## src/rtl/nibble_serial_add_ctrl_if.sv

```systemverilog
// Request/result handshake bundle for nibble_serial_add_ctrl.
// The sub signal exists only when NIBBLE_ADD_SUB_EN is defined.
interface nibble_serial_add_ctrl_if #(
  parameter int WIDTH = 16
);
  logic             in_valid;
  logic             in_ready;
  logic [WIDTH-1:0] a;
  logic [WIDTH-1:0] b;
  logic             cin;
`ifdef NIBBLE_ADD_SUB_EN
  logic             sub;
`endif
  logic             out_valid;
  logic             out_ready;
  logic [WIDTH-1:0] sum;
  logic             cout;

  modport master (
    output in_valid, a, b, cin,
`ifdef NIBBLE_ADD_SUB_EN
    output sub,
`endif
    output out_ready,
    input  in_ready, out_valid, sum, cout
  );

  modport slave (
    input  in_valid, a, b, cin,
`ifdef NIBBLE_ADD_SUB_EN
    input  sub,
`endif
    input  out_ready,
    output in_ready, out_valid, sum, cout
  );
endinterface

```

## src/rtl/nibble_serial_add_ctrl.sv

```systemverilog
// WIDTH-bit adder sequencer that feeds one external 4-bit adder a nibble per cycle, LSB first.
// Optional subtract mode enabled with `define NIBBLE_ADD_SUB_EN.
module nibble_serial_add_ctrl #(
  parameter int WIDTH = 16
) (
  input  logic                    clk,
  input  logic                    rst,
  nibble_serial_add_ctrl_if.slave bus,
  output logic [3:0]              fa_a,
  output logic [3:0]              fa_b,
  output logic                    fa_cin,
  input  logic [3:0]              fa_sum,
  input  logic                    fa_cout
);
  localparam int NIB = WIDTH / 4;
  localparam int CW  = (NIB > 1) ? $clog2(NIB) : 1;

  typedef enum logic [1:0] {IDLE, RUN, DONE} state_t;

  state_t           state, state_nxt;
  logic [WIDTH-1:0] a_sh, b_sh, res;
  logic             carry, cout_r, sub_op, last;
  logic [CW-1:0]    cnt;

`ifdef NIBBLE_ADD_SUB_EN
  assign sub_op = bus.sub;
`else
  assign sub_op = 1'b0;
`endif

  assign last = (cnt == CW'(NIB - 1));

  always_ff @(posedge clk) begin
    if (rst) state <= IDLE;
    else     state <= state_nxt;
  end

  always_comb begin
    state_nxt     = state;
    bus.in_ready  = 1'b0;
    bus.out_valid = 1'b0;
    fa_a          = 4'h0;
    fa_b          = 4'h0;
    fa_cin        = 1'b0;
    case (state)
      IDLE: begin
        bus.in_ready = 1'b1;
        if (bus.in_valid) state_nxt = RUN;
      end
      RUN: begin
        fa_a   = a_sh[3:0];
        fa_b   = b_sh[3:0];
        fa_cin = carry;
        if (last) state_nxt = DONE;
      end
      DONE: begin
        bus.out_valid = 1'b1;
        // Result handshake only; a pending request waits for IDLE.
        if (bus.out_ready) state_nxt = IDLE;
      end
      default: state_nxt = IDLE;
    endcase
  end

  always_ff @(posedge clk) begin
    if (rst) begin
      a_sh   <= '0;
      b_sh   <= '0;
      res    <= '0;
      carry  <= 1'b0;
      cnt    <= '0;
      cout_r <= 1'b0;
    end else begin
      case (state)
        IDLE: if (bus.in_valid) begin
          a_sh  <= bus.a;
          b_sh  <= sub_op ? ~bus.b : bus.b;
          carry <= sub_op ? 1'b1 : bus.cin;
          cnt   <= '0;
        end
        RUN: begin
          // Each adder nibble enters at the top; after NIB steps nibble 0 sits at the bottom.
          res   <= (res >> 4) | (WIDTH'(fa_sum) << (WIDTH - 4));
          a_sh  <= a_sh >> 4;
          b_sh  <= b_sh >> 4;
          carry <= fa_cout;
          cnt   <= cnt + CW'(1);
          if (last) cout_r <= fa_cout;
        end
        default: ;
      endcase
    end
  end

  assign bus.sum  = res;
  assign bus.cout = cout_r;
endmodule

```

## src/flat_wrapper.sv

```systemverilog
// flat-port wrapper written by rule: the top's interface ports become plain ports
module nibble_serial_add_ctrl_flat 
#(
  parameter int WIDTH = 16
)
  (clk, rst, fa_a, fa_b, fa_cin, fa_sum, fa_cout, bus_in_valid, bus_a, bus_b, bus_cin, bus_out_ready, bus_in_ready, bus_out_valid, bus_sum, bus_cout);
  nibble_serial_add_ctrl_if #(.WIDTH(WIDTH)) bus_i ();
  input  logic clk;
  input  logic rst;
  output logic [3:0] fa_a;
  output logic [3:0] fa_b;
  output logic fa_cin;
  input  logic [3:0] fa_sum;
  input  logic fa_cout;
  input wire logic [$bits(bus_i.in_valid)-1:0] bus_in_valid;
  input wire logic [$bits(bus_i.a)-1:0] bus_a;
  input wire logic [$bits(bus_i.b)-1:0] bus_b;
  input wire logic [$bits(bus_i.cin)-1:0] bus_cin;
  input wire logic [$bits(bus_i.out_ready)-1:0] bus_out_ready;
  output wire logic [$bits(bus_i.in_ready)-1:0] bus_in_ready;
  output wire logic [$bits(bus_i.out_valid)-1:0] bus_out_valid;
  output wire logic [$bits(bus_i.sum)-1:0] bus_sum;
  output wire logic [$bits(bus_i.cout)-1:0] bus_cout;
  assign bus_i.in_valid = bus_in_valid;
  assign bus_i.a = bus_a;
  assign bus_i.b = bus_b;
  assign bus_i.cin = bus_cin;
  assign bus_i.out_ready = bus_out_ready;
  assign bus_in_ready = bus_i.in_ready;
  assign bus_out_valid = bus_i.out_valid;
  assign bus_sum = bus_i.sum;
  assign bus_cout = bus_i.cout;
  nibble_serial_add_ctrl #(.WIDTH(WIDTH)) u_core (.clk(clk), .rst(rst), .bus(bus_i), .fa_a(fa_a), .fa_b(fa_b), .fa_cin(fa_cin), .fa_sum(fa_sum), .fa_cout(fa_cout));
endmodule
```

## config.mk

```make
export PLATFORM = sky130hd
export DESIGN_NAME = nibble_serial_add_ctrl_flat
export DESIGN_NICKNAME = d
export VERILOG_FILES = /design/src/rtl/nibble_serial_add_ctrl_if.sv /design/src/rtl/nibble_serial_add_ctrl.sv /design/src/flat_wrapper.sv
export SDC_FILE = /design/constraint.sdc
export NUM_CORES = 1
export LEC_CHECK = 0
export CAP_MARGIN = 20
export CORE_MARGIN = 2
export CORE_UTILIZATION = 45
export CTS_CLUSTER_SIZE = 24
export DETAILED_ROUTE_END_ITERATION = 10
export GPL_TIMING_DRIVEN = 0
export PLACE_DENSITY = 0.77
export SKIP_LAST_GASP = 1
export SYNTH_ARGS = -nofsm -noshare
export SYNTH_HDL_FRONTEND = slang
export SYNTH_SLANG_ARGS = --single-unit
```

## constraint.sdc

```tcl
create_clock -name clk -period 2.9 [get_ports clk]
set_input_delay 0.58 -clock clk [delete_from_list [all_inputs] [get_ports clk]]
set_output_delay 0.58 -clock clk [all_outputs]
set_load 0.01 [all_outputs]
```

==> flow_summary_export.csv <==
group,metric,value,unit
final_layout,final_util,65.4,%
synthesis,synth_compound_area_share,25.2,%
floorplan,rows,25,
place,dp_cells,383,
timing,worst_pin_slew,487,ps
cts,cts_hold_buf,0,
detailed_routing,postRouteAntennaNets,0,
final_layout,fin_area,3150,um^2
detailed_routing,firstDrtPassIters,4,
run,max_cap_viol_count,0,
synthesis,synthDominantCellAreaShare,47.2,%
critical_path,start_kind,"flip-flop",
detailed_routing,drt-wirelength-per-cell,13.5,um
detailed_routing,drtIter0Drc,94,
hold_path,min_path_type,"flip-flop to flip-flop",
floorplan,start_util,47.6,%
final_layout,mostFrequentLayoutCell,"clkdlybuf4s50_1",
cts,cts.sinks,54,
final_layout,mostFrequentLayoutCells,"68 x clkdlybuf4s50_1, 54 x dfxtp_1, 45 x a21oi_1",
synthesis,ys_seq_elements,54,
global_routing,globalRoute.totalOverflow,0,
final_layout,area_growth,37.3,%
detailed_routing,drt_wl_total,5.28,mm
power_and_ir_drop,max-vdd-ir-drop,0.000263,V
synthesis,synth_area_leader_cell,"dfxtp_1",
cts,cts_buffers,5,
cts,ctsLongestPathBuffers,2,
run_status,status,"finished, final reports clean",
timing,rsz0062_at_grt,"false",
floorplan,io_pins,70,
cts,insertion_delay,300,ps
timing,slew_violations,0,
critical_path,path_max_fanout,10,
power_and_ir_drop,powerDensity,474,nW/um^2
timing,finalCriticalPeriod,2470,ps
detailed_routing,routed_via_density,5.09,
timing,skew,8.48,ps
synthesis,yosys.area_share.adder,0.546,%
synthesis,syn_inst,248,
timing,period_share,85.3,%
cts,post_cts_buffers,0,
synthesis,syn_area,2290,um^2
synthesis,synth.area.top_cells,"dfxtp_1 47%, o221a_1 11%, a21oi_1 9.8%, nand2_1 5.2%, buf_6 4.4%",
global_routing,first_global_vias,1913,
cts,cts_repair_resize_count,0,
detailed_routing,drc,0,
critical_path,cp_cell_sequence,"nor2b_1, buf_6, clkbuf_2, and2_1, clkdlybuf4s50_1",
synthesis,synth-simple-area-share,14.7,%
synthesis,synthesis.nets,291,
timing,timing.final.ws_setup,426,ps
floorplan,die-area,5680,um^2
synthesis,synthMuxAreaShare,1.31,%
final_layout,fillers,430,
cts,htree_levels,2,
power_and_ir_drop,leakagePower,0.00117,uW
global_routing,grt_usage,20.3,%
synthesis,ys_warn_count,0,
cts,clk_pin_slew,90,ps
synthesis,synth_xor_xnor_area_share,0,%
place,place_ws,753,ps
critical_path,cp-end-kind,"primary output",
final_layout,stdcell_count,391,
floorplan,die_w,75.4,um
synthesis,ys_types,27,
cts,cts_tree,"built",
synthesis,synth_top_family_by_area,"compound AO/OA/AOI/OAI gates",
place,post_dp_cell_area,3060,um^2
synthesis,ys_seq_area_share,47.2,%
cts,cts-root-buf,"clkbuf_8",
global_routing,grt_max_degree,16,
critical_path,worstPathArrival,1890,ps
timing,setup_tns,0,ps
critical_path,crit_required,2320,ps
floorplan,die_y,75.4,um
timing,hold_viol,0,
critical_path,crit_path_top_delay_cell,"clkdlybuf4s50_1",
global_routing,antenna_found_initial,0,
final_layout,antenna_cells,0,
critical_path,max_stage_delay,520,ps
critical_path,crit_type,"flip-flop to primary output",
place,io_buffers,68,
final_layout,final_nets,366,
timing,setup_violations,0,
detailed_routing,routed-via-count,1991,
place,dp_hpwl,3.84,mm
final_layout,drive_gt1_share,9.26,%
timing,fmax,404,MHz
floorplan,core_area,4820,um^2
place,gp_congestion,0.776,
synthesis,avgSynthCellArea,9.24,um^2
timing,slew_headroom,67.6,%
global_routing,grt_pass1_wl,8.76,mm
area by class of cell:
class,count,area (um^2),share of cell area (%)
Clock buffer,7,86.3,2.74
Clock inverter,1,5.00,0.159
Inverter,26,97.6,3.10
Tap cell,67,83.8,2.66
Timing Repair Buffer,68,681,21.6
Multi-Input combinational cell,148,958,30.4
Buffer,20,155,4.93
Sequential cell,54,1080,34.3
report_power, final:
part           internal [uW]  switching [uW]  total [uW]
Clock                    193             231         424
Sequential               786            24.9         811
Combinational            145             113         258
Total                   1120             369        1490
cell usage after synthesis, drive strengths merged:
library cell / n
o21bai: 1
mux2i: 3
a21oi: 45
nand2b: 2
o221a: 25
o21ai: 3
nor3b: 1
nor2b: 2
clkbuf: 5
inv: 26
nand3b: 4
nor2: 11
dfxtp: 54
ha: 1
a22oi: 6
nor3: 1
and2: 9
and2b: 1
buf: 15
nand2: 33
flip-flops by register name (all words and copies together) (netlist names):
name and count:
u_core.a_sh 16, u_core.b_sh 16, u_core.bus.cout 1, u_core.bus.sum 16, u_core.carry 1, u_core.cnt 2, u_core.state 2
critical path, delay by kind of cell, from the launching register on:
kind / cells / cell delay [ps]
buffers and inverters: 3 / 890
flip-flops: 1 / 370
AND/OR/NAND/NOR: 2 / 340
cells by family after synthesis:
family	count (synthesis)
simple gates	64
buf+inv	46
mux	3
fa+ha+maj	1
compound gates	80
flops	54
layer usage:
layer / track usage, % / wire (um) / share of wire (%)
met1: 26.8 / 2410 / 46
met2: 33.6 / 2530 / 48
met3: 3.57 / 243 / 4.6
met4: 7.02 / 95 / 1.8
met5: 0 / 0 / 0
through the flow:
stage                     total power [uW]  hold slack [ps]
final                                 1490              472
after global routing                  1570              495
after CTS                             1510              472
after detailed placement              1090              458
after global placement                1080              453
after floorplan                        969              454
worst paths after layout:
check	from	end	slack (ps)	depth (start not counted)
min	u_core.bus.sum[1]	u_core.bus.sum[1]	470	2
min reg2reg	u_core.bus.sum[1]	u_core.bus.sum[1]	470	2
max	u_core.state[0]	fa_a[0]	430	5
max reg2reg	u_core.state[0]	u_core.a_sh[8]	1670	5
Power figures use the tool's default switching activity.
